<file path="src/rtl/plab4_net_router_output_terminal_ctrl_pkg.sv">
// Shared definitions for the router terminal output ctrl and the input ctrls that
// raise reqs toward it: request/grant bit positions and a mod-3 index helper.
package plab4_net_router_output_terminal_ctrl_pkg;

  localparam int unsigned NUM_INPUTS = 3;

  typedef enum logic [1:0] {
    PREV = 2'd0,  // east-in neighbour
    TERM = 2'd1,  // local terminal
    NEXT = 2'd2   // west-in neighbour
  } port_idx_e;

  // Index of the input searched 'offset' places after 'base', wrapping modulo 3.
  function automatic logic [1:0] rr_index(input logic [1:0] base, input int unsigned offset);
    int unsigned sum;
    sum = int'(base) + offset;
    if (sum >= NUM_INPUTS) sum = sum - NUM_INPUTS;
    return 2'(sum);
  endfunction

endpackage

</file>
<file path="src/rtl/plab4_net_RoundRobinArb3.sv">
// Three-input round-robin arbiter; priority rotates to the input after the last winner.
module plab4_net_RoundRobinArb3
  import plab4_net_router_output_terminal_ctrl_pkg::*;
(
  input  logic       clk,
  input  logic       reset,
  input  logic [2:0] reqs,
  input  logic       en,
  output logic [2:0] grants,
  output logic [1:0] winner,
  output logic       valid
);

  logic [1:0] rr_q, rr_d;
  logic       found;
  logic [1:0] idx;

  // NOTE: every variable driven here gets a default first, so no path can infer a latch.
  always_comb begin
    found  = 1'b0;
    winner = 2'd0;
    idx    = 2'd0;
    for (int unsigned i = 0; i < NUM_INPUTS; i++) begin
      idx = rr_index(rr_q, i);
      if (!found && reqs[idx]) begin
        found  = 1'b1;
        winner = idx;
      end
    end
    valid  = en && found;
    grants = valid ? (3'b001 << winner) : 3'b000;
    if (!valid) winner = 2'd0;
    rr_d = rr_q;
    if (valid) rr_d = rr_index(winner, 1);
  end

  // NOTE: state registers use non-blocking assignments so every flop samples pre-edge values.
  always_ff @(posedge clk or posedge reset) begin
    if (reset) rr_q <= 2'd0;
    else       rr_q <= rr_d;
  end

endmodule

</file>
<file path="src/rtl/plab4_net_router_output_terminal_ctrl.sv">
// Terminal (ejection) output port ctrl: arbitrates the three inputs' reqs into a small
// ejection queue and drives valid/ready toward the terminal. Storage and xbar live in the datapath.
module plab4_net_router_output_terminal_ctrl
  import plab4_net_router_output_terminal_ctrl_pkg::*;
#(
  parameter  int p_router_id      = 0,
  parameter  int p_num_entries    = 4,
  parameter  int p_num_free_nbits = 3,
  localparam int c_addr_nbits     = $clog2(p_num_entries)
) (
  input  logic                        clk,
  input  logic                        reset,
  input  logic [2:0]                  reqs,
  output logic [2:0]                  grants,
  output logic [1:0]                  xbar_sel,
  output logic                        buf_wen,
  output logic [c_addr_nbits-1:0]     buf_waddr,
  output logic [c_addr_nbits-1:0]     buf_raddr,
  output logic                        out_val,
  input  logic                        out_rdy,
  output logic [p_num_free_nbits-1:0] num_free
);

  localparam int c_cnt_nbits = c_addr_nbits + 1;

  logic [c_addr_nbits-1:0] wr_ptr_q, wr_ptr_d;
  logic [c_addr_nbits-1:0] rd_ptr_q, rd_ptr_d;
  logic [c_cnt_nbits-1:0]  count_q, count_d;
  logic                    full, arb_en, arb_valid, deq;
  logic [1:0]              winner;

  // Grant decision looks only at the registered count: a same-cycle dequeue never frees a slot early.
  assign full   = (count_q == c_cnt_nbits'(p_num_entries));
  assign arb_en = !full && !reset;

  plab4_net_RoundRobinArb3 u_arb (
    .clk    (clk),
    .reset  (reset),
    .reqs   (reqs),
    .en     (arb_en),
    .grants (grants),
    .winner (winner),
    .valid  (arb_valid)
  );

  assign buf_wen   = arb_valid;
  assign xbar_sel  = winner;
  assign buf_waddr = wr_ptr_q;
  assign buf_raddr = rd_ptr_q;
  assign out_val   = (count_q != '0);
  assign deq       = out_val && out_rdy;
  assign num_free  = p_num_free_nbits'(p_num_entries) - p_num_free_nbits'(count_q);

  always_comb begin
    wr_ptr_d = wr_ptr_q + c_addr_nbits'(buf_wen);
    rd_ptr_d = rd_ptr_q + c_addr_nbits'(deq);
    count_d  = count_q;
    case ({buf_wen, deq})
      2'b10:   count_d = count_q + 1'b1;
      2'b01:   count_d = count_q - 1'b1;
      default: count_d = count_q;
    endcase
  end

  always_ff @(posedge clk or posedge reset) begin
    if (reset) begin
      wr_ptr_q <= '0;
      rd_ptr_q <= '0;
      count_q  <= '0;
    end else begin
      wr_ptr_q <= wr_ptr_d;
      rd_ptr_q <= rd_ptr_d;
      count_q  <= count_d;
    end
  end

  a_count_range: assert property (@(posedge clk) disable iff (reset)
    count_q <= c_cnt_nbits'(p_num_entries))
    else $error("router %0d: ejection queue count overflow", p_router_id);
  a_grants_onehot0: assert property (@(posedge clk) disable iff (reset) $onehot0(grants));
  a_grants_subset: assert property (@(posedge clk) disable iff (reset) (grants & ~reqs) == 3'b000);
  a_no_underflow: assert property (@(posedge clk) disable iff (reset) !(deq && count_q == '0));

endmodule

</file>
<file path="config.mk">
export PLATFORM = sky130hd
export DESIGN_NAME = plab4_net_router_output_terminal_ctrl
export DESIGN_NICKNAME = d
export VERILOG_FILES = /design/src/rtl/plab4_net_router_output_terminal_ctrl_pkg.sv /design/src/rtl/plab4_net_RoundRobinArb3.sv /design/src/rtl/plab4_net_router_output_terminal_ctrl.sv
export SDC_FILE = /design/constraint.sdc
export NUM_CORES = 1
export LEC_CHECK = 0
export ABC_AREA = 0
export CAP_MARGIN = 0
export CORE_MARGIN = 2
export CORE_UTILIZATION = 43
export DETAILED_ROUTE_END_ITERATION = 16
export PLACE_DENSITY = 0.74
export SYNTH_ARGS = -nofsm -noshare
export SYNTH_HDL_FRONTEND = slang
export SYNTH_SLANG_ARGS = --single-unit
</file>
<file path="constraint.sdc">
create_clock -name clk -period 2.4 [get_ports clk]
set_clock_uncertainty 0.15 [all_clocks]
set_input_delay 0.36 -clock clk [delete_from_list [all_inputs] [get_ports clk]]
set_output_delay 0.36 -clock clk [all_outputs]
set_load 0.05 [all_outputs]
</file>
# Yosys cells after proc, flatten, opt, wreduce, memory -nomap -nowiden
# Index checks and enable logic that the tools add are counted.
# totals
elab_cells	57
input_bits	6
regBits	9
out_inout_bits	14
# op_classes
eq_ne	3
reduce_logical	11
muxes	19
magnitude_cmp	7
n_addsub	12
shifts	1
# op_table
op	n
$mux W2	8
$ge A3 B2 Y1 const B	3
$lt A2 B3 Y1 const B	3
$sub A2 B2 Y2 const B	4
$add A2 B1 Y3 const B	2
$bmux W1 S2	3
$mux W1	6
$pmux W3 S2	1
$logic_and A1 B1 Y1	5
$add A2 B1 Y2	2
$logic_not A1 Y1	4
$add A2 B2 Y3 const B	1
$add A3 B1 Y3 const B	1
$eq A3 B3 Y1 const B	1
$mux W3	1
$reduce_bool A3 Y1	1
$shl A1 B2 Y3 const A	1
$sub A3 B1 Y3 const B	1
$sub A3 B3 Y3 const A	1
$eq A2 B1 Y1 const B	1
$eq A2 B2 Y1 const B	1
$ge A2 B2 Y1 const B	1
$reduce_bool A2 Y1	1

# Logic depth before layout (Yosys ltp)
# logic_depth
word_depth	16
mapped_depth	12
mapped_depth_nobuf	11

# Cells and area by module
# Synthesis repeated with hierarchy kept, for this count alone.
# unflattened
hier_cells	86
hier_area_um2	847.1
# by_module_without_submodules
module	area_each_um2	seq_area_each_um2	n_inst	cells_per_inst
plab4_net_RoundRobinArb3	471.7	50.0	1	54
plab4_net_router_output_terminal_ctrl	375.4	175.2	1	32

# Least setup slack after synthesis
# OpenSTA, ideal clock, no wires.
# synth_path
kind	flip-flop to flip-flop
start	register u_arb.rr_q[0]
end	register u_arb.rr_q[0]
stages_incl_launch_ff	10
arrival_time_ns	3.272
required_time_ns	2.125
setup_ns	0.125
path_slack_ns	-1.147
cell_sequence	dfrtp_1 -> inv_1 -> ha_1 -> buf_6 -> nor2b_1 -> o21ai_0 -> nand4_1 -> a21boi_0 -> ha_1 -> mux2_4
# synth_between
elab_chain_len	16
word_cells_on_any_way	33
cone_classes	add/sub: 7; order compare: 4; mux: 17; reduce/logical: 5
# synth_rtl
item	line_no	rtl
start: declaration	plab4_net_RoundRobinArb3.sv:14	logic [1:0] rr_q, rr_d;
start signal: assignment	plab4_net_RoundRobinArb3.sv:40	else rr_q <= rr_d;
parallel branches: the longest is 12 deep, another holds $add A2 B1 Y3	n/a	
$mux W2 (*)	plab4_net_RoundRobinArb3.sv:32	if (!valid) winner = 2'd0;
net xbar_sel[0]	plab4_net_router_output_terminal_ctrl.sv:15	output logic [1:0] xbar_sel,
$add A2 B1 Y3 (*)	plab4_net_router_output_terminal_ctrl_pkg.sv:16	sum = int'(base) + offset;
$ge A3 B2 Y1 or $sub A2 B2 Y2 (tied branches)	plab4_net_router_output_terminal_ctrl_pkg.sv:17	if (sum >= NUM_INPUTS) sum = sum - NUM_INPUTS;
$mux W2 (*)	plab4_net_router_output_terminal_ctrl_pkg.sv:17	
# Mark *: on every way through the listed nets, which the timed path passes. The select of a mux whose other input is x is not followed.
# A chain may end at the register's enable or synchronous reset.

# Final worst setup path
# layout_path
start	register u_arb.rr_q[0]
end	output xbar_sel[0]
# layout_between
elab_chain_len	13
word_cells_on_any_way	29
cone_classes	add/sub: 5; order compare: 3; mux: 16; reduce/logical: 5
# layout_rtl
item	line_no
parallel branches: the longest is 12 deep, another holds $add A2 B1 Y3	n/a
$mux W2 (*)	plab4_net_RoundRobinArb3.sv:32
end: declaration	plab4_net_router_output_terminal_ctrl.sv:15
# Every way passes the cells marked *. The select of a mux whose other input is x is not followed.

==> results.md <==
- Setup repair after global routing missed its margin: yes
- Drt via density: 5.027
- Number of hold-slack violations in the final timing report: 0
- Total congestion overflow: 0
- Die footprint: 2284 um^2
- Maximum number of pins on one net before global-route repair: 10
- H-tree depth: 1
- Total Wirelength: 2.063 mm
- Number of synthesized flops with an enable pin: 0
- DIE HEIGHT: 47.79 um
- Hold crit path type: primary input to asynchronous set/reset pin
- Critical path endpoint category: output pin
- Outcome: finished, violations left
- WL per Instance: 13.94 um
- Number of violations reported at the end of detailed-routing iteration 0: 7
- Final period utilization: 111.5%
- Drt pass-1 iters: 4
- Clock tree root buffer cell: sky130_fd_sc_hd__clkbuf_4
- Time the worst path needs with I/O delays and setup: 2.677 ns
- Via count of the first global-routing pass: 717
- Worst-path clk slew: 0.07 ns
- Register-to-Register Setup Slack: -0.24 ns
- Num rows: 15
- Filler cell count: 109
- Number of remaining DRC errors: 0
- Type of the setup path with the least slack: flip-flop to output pin
- Critical path arrival: 2.17 ns
- Syn-to-layout area delta: 68.44%
- Syn_nets: 100
- Transition time at the pin with the least slew margin: 0.5033 ns
- I/O Buffers: 19
- Number of register bits inferred by synthesis: 9
- Violations in the final reports: negative setup slack
- Setup slack after layout: -0.2769 ns
- Final net count: 141
- Number of clock buffers inserted by TritonCTS: 3
- Count of unique library cells instantiated by Yosys: 35
- Avg Inst Size Synth: 9.934 um^2
- Worst flop-to-flop path startpoint: u_arb.rr_q[0]$_DFFE_PP0P_
- Number of antenna violations at the first check in global routing: 0
- Combined global-route utilization of all metal layers: 19.44%
- Later-pin clock latency in the skew report: 0.27 ns
- Synthesis warning total: 0
- Post-Synthesis Cells: 83
- Max Root-Sink Buffers: 2
- Max_cap viols: 0
- Placer congestion estimate: 0.7508
- Core Footprint: 1764 um^2
- Share of final-layout standard cells stronger than drive strength 1: 49.59%
- Destination of the worst register-to-register timing path: u_arb.rr_q[0]$_DFFE_PP0P_
- Depth of the worst register-to-register path: 11
- Relative slew slack: 66.34%
- Top-level I/O count: 20
- Starting Density: 46.74%
- Placed wire-length estimate: 1.584 mm
- Startpoint type of the worst setup path: flip-flop
- TritonCTS sink count: 9
- Number of antenna cells inserted: 0
- Die Width: 47.79 um
- Fraction of registers with async set/reset: 100.0%
- CP Max Fanout: 5
- Final design utilization: 78.72%
- Via total after detailed routing: 744
- Max-slew violation count: 0
- Required @ worst endpoint: 1.89 ns
- Setup violators final: 10
- Clock tree from TritonCTS: done
- Antenna violation net count after detailed routing: 0
- First-pass GRT wire length: 3.015 mm
- Summed instance area of the synthesized netlist: 824.5 um^2
- Primary FF master, synth: sky130_fd_sc_hd__dfrtp_1
- Fmax achieved: 373.6 MHz
- Part of the Yosys area used for sequential elements: 27.31%
==> kinds of logic (layout without fill, tap and decap cells) <==
family,count (synthesis),after routing,share of synthesized area [%]
AO/OA/AOI/OAI,17,17,17.45
XOR/XNOR,5,5,5.312
adder cells (fa/ha/maj),11,11,17.60
buffers and inverters,16,56,10.47
flip-flops,9,9,27.31
multiplexers,4,4,6.070
AND/OR/NAND/NOR,21,21,15.78
==> cells in the mapped netlist, types with 2 or more instances <==
master / count / share of area [%]
sky130_fd_sc_hd__a21boi_0: 2 / 1.8
sky130_fd_sc_hd__a21oi_1: 3 / 1.8
sky130_fd_sc_hd__and2_1: 3 / 2.3
sky130_fd_sc_hd__buf_6: 3 / 4.1
sky130_fd_sc_hd__dfrtp_1: 9 / 27
sky130_fd_sc_hd__ha_1: 10 / 15
sky130_fd_sc_hd__inv_1: 11 / 5.0
sky130_fd_sc_hd__mux2_4: 2 / 3.6
sky130_fd_sc_hd__mux2i_1: 2 / 2.4
sky130_fd_sc_hd__nand2b_1: 2 / 1.5
sky130_fd_sc_hd__nand4b_1: 2 / 2.1
sky130_fd_sc_hd__nor2_1: 5 / 2.3
sky130_fd_sc_hd__nor2b_1: 2 / 1.5
sky130_fd_sc_hd__o21a_1: 2 / 1.8
sky130_fd_sc_hd__o21ai_0: 2 / 1.2
sky130_fd_sc_hd__xnor2_1: 2 / 2.1
sky130_fd_sc_hd__xor2_1: 3 / 3.2
==> routing by layer <==
metal,routed length [um],track usage (%),up-vias
li1,-,-,363
met1,925,23.20,355
met2,1019,32.80,19
met3,76,6.038,7
met4,42,7.027,0
met5,0,0,-
==> metrics by stage <==
step | setup slack (ns) | setup TNS, ns | hold slack (ns) | instances | cell area [um^2]
after CTS | -0.2734 | -1.827 | 0.2412 | 145 | 1301
after global routing | -0.3324 | -2.422 | 0.2789 | 148 | 1389
after floorplan | -0.1745 | -0.4035 | 0.03792 | 83 | 875.8
after global placement | -0.2115 | -0.8476 | 0.3033 | 140 | 1239
after detailed placement | -0.3310 | -1.125 | 0.3096 | 140 | 1239
final | -0.2769 | -1.821 | 0.2465 | 148 | 1389
==> what timing repair did <==
| item | in CTS | in global routing |
|---|---|---|
| pin swaps | 7 | 9 |
| setup buffers | 1 | 3 |
| endpoints found under the hold margin | 0 | 0 |
| endpoints found under the setup margin | 10 | 10 |
| hold buffers | 0 | 0 |
| resized for setup | 8 | 14 |
==> how the worst max path moves through the flow <==
| stage | startpoint | endpoint | cells after the start |
|---|---|---|---|
| 2_1_floorplan | u_arb.rr_q[0]$_DFFE_PP0P_ | u_arb.rr_q[0]$_DFFE_PP0P_ | 9 |
| 5_1_grt | u_arb.rr_q[0]$_DFFE_PP0P_ | xbar_sel[0] | 9 |
| 3_5_place_dp | reqs[0] | count_q[2]$_DFFE_PP0P_ | 10 |
| 6_report | u_arb.rr_q[0]$_DFFE_PP0P_ | xbar_sel[0] | 9 |
| 4_1_cts | u_arb.rr_q[0]$_DFFE_PP0P_ | xbar_sel[0] | 9 |
| 3_3_place_gp | reqs[0] | count_q[2]$_DFFE_PP0P_ | 10 |
==> sequential cells by signal (all words and copies together) (netlist names) <==
| signal | cells |
|---|---|
| count_q | 3 |
| buf_raddr | 2 |
| buf_waddr | 2 |
| u_arb.rr_q | 2 |
==> worst max-delay path, cell delays in order, from the launching register on <==
cell	delay, ns
sky130_fd_sc_hd__dfrtp_1	0.42
sky130_fd_sc_hd__inv_2	0.07
sky130_fd_sc_hd__ha_4	0.29
sky130_fd_sc_hd__and2_4	0.15
sky130_fd_sc_hd__buf_6	0.08
sky130_fd_sc_hd__o32a_1	0.21
sky130_fd_sc_hd__nand4_1	0.22
sky130_fd_sc_hd__a21boi_4	0.22
sky130_fd_sc_hd__buf_6	0.12
sky130_fd_sc_hd__buf_12	0.12
==> area by class of cell <==
type / instances / area, um^2 / share of cell area (%)
Inverter: 12 / 47.55 / 3.423
Timing Repair Buffer: 40 / 417.9 / 30.09
Sequential cell: 9 / 226.5 / 16.31
Tap cell: 25 / 31.28 / 2.252
Multi-Input combinational cell: 58 / 639.4 / 46.04
Clock buffer: 4 / 26.28 / 1.892
==> cells in the final DEF, fill, tap and decap left out, types with 2 or more instances in the layout <==
master	netlist	layout
sky130_fd_sc_hd__buf_4	1	19
sky130_fd_sc_hd__ha_1	10	6
sky130_fd_sc_hd__and2_4	0	2
sky130_fd_sc_hd__inv_1	11	9
sky130_fd_sc_hd__a21oi_4	0	2
sky130_fd_sc_hd__nor2b_1	2	2
sky130_fd_sc_hd__clkbuf_4	0	3
sky130_fd_sc_hd__nand4b_1	2	2
sky130_fd_sc_hd__inv_2	1	2
sky130_fd_sc_hd__clkdlybuf4s50_1	0	11
sky130_fd_sc_hd__a21boi_4	0	2
sky130_fd_sc_hd__nor2_1	5	3
sky130_fd_sc_hd__xor2_1	3	3
sky130_fd_sc_hd__buf_6	3	4
sky130_fd_sc_hd__xnor2_1	2	2
sky130_fd_sc_hd__buf_12	0	6
sky130_fd_sc_hd__mux2_4	2	2
sky130_fd_sc_hd__o21a_1	2	2
sky130_fd_sc_hd__ha_2	0	3
sky130_fd_sc_hd__dfrtp_1	9	8
Power is left out: the tool's default activity adds up to more than one toggle a clock period on the data nets, which glitch-free logic cannot reach.
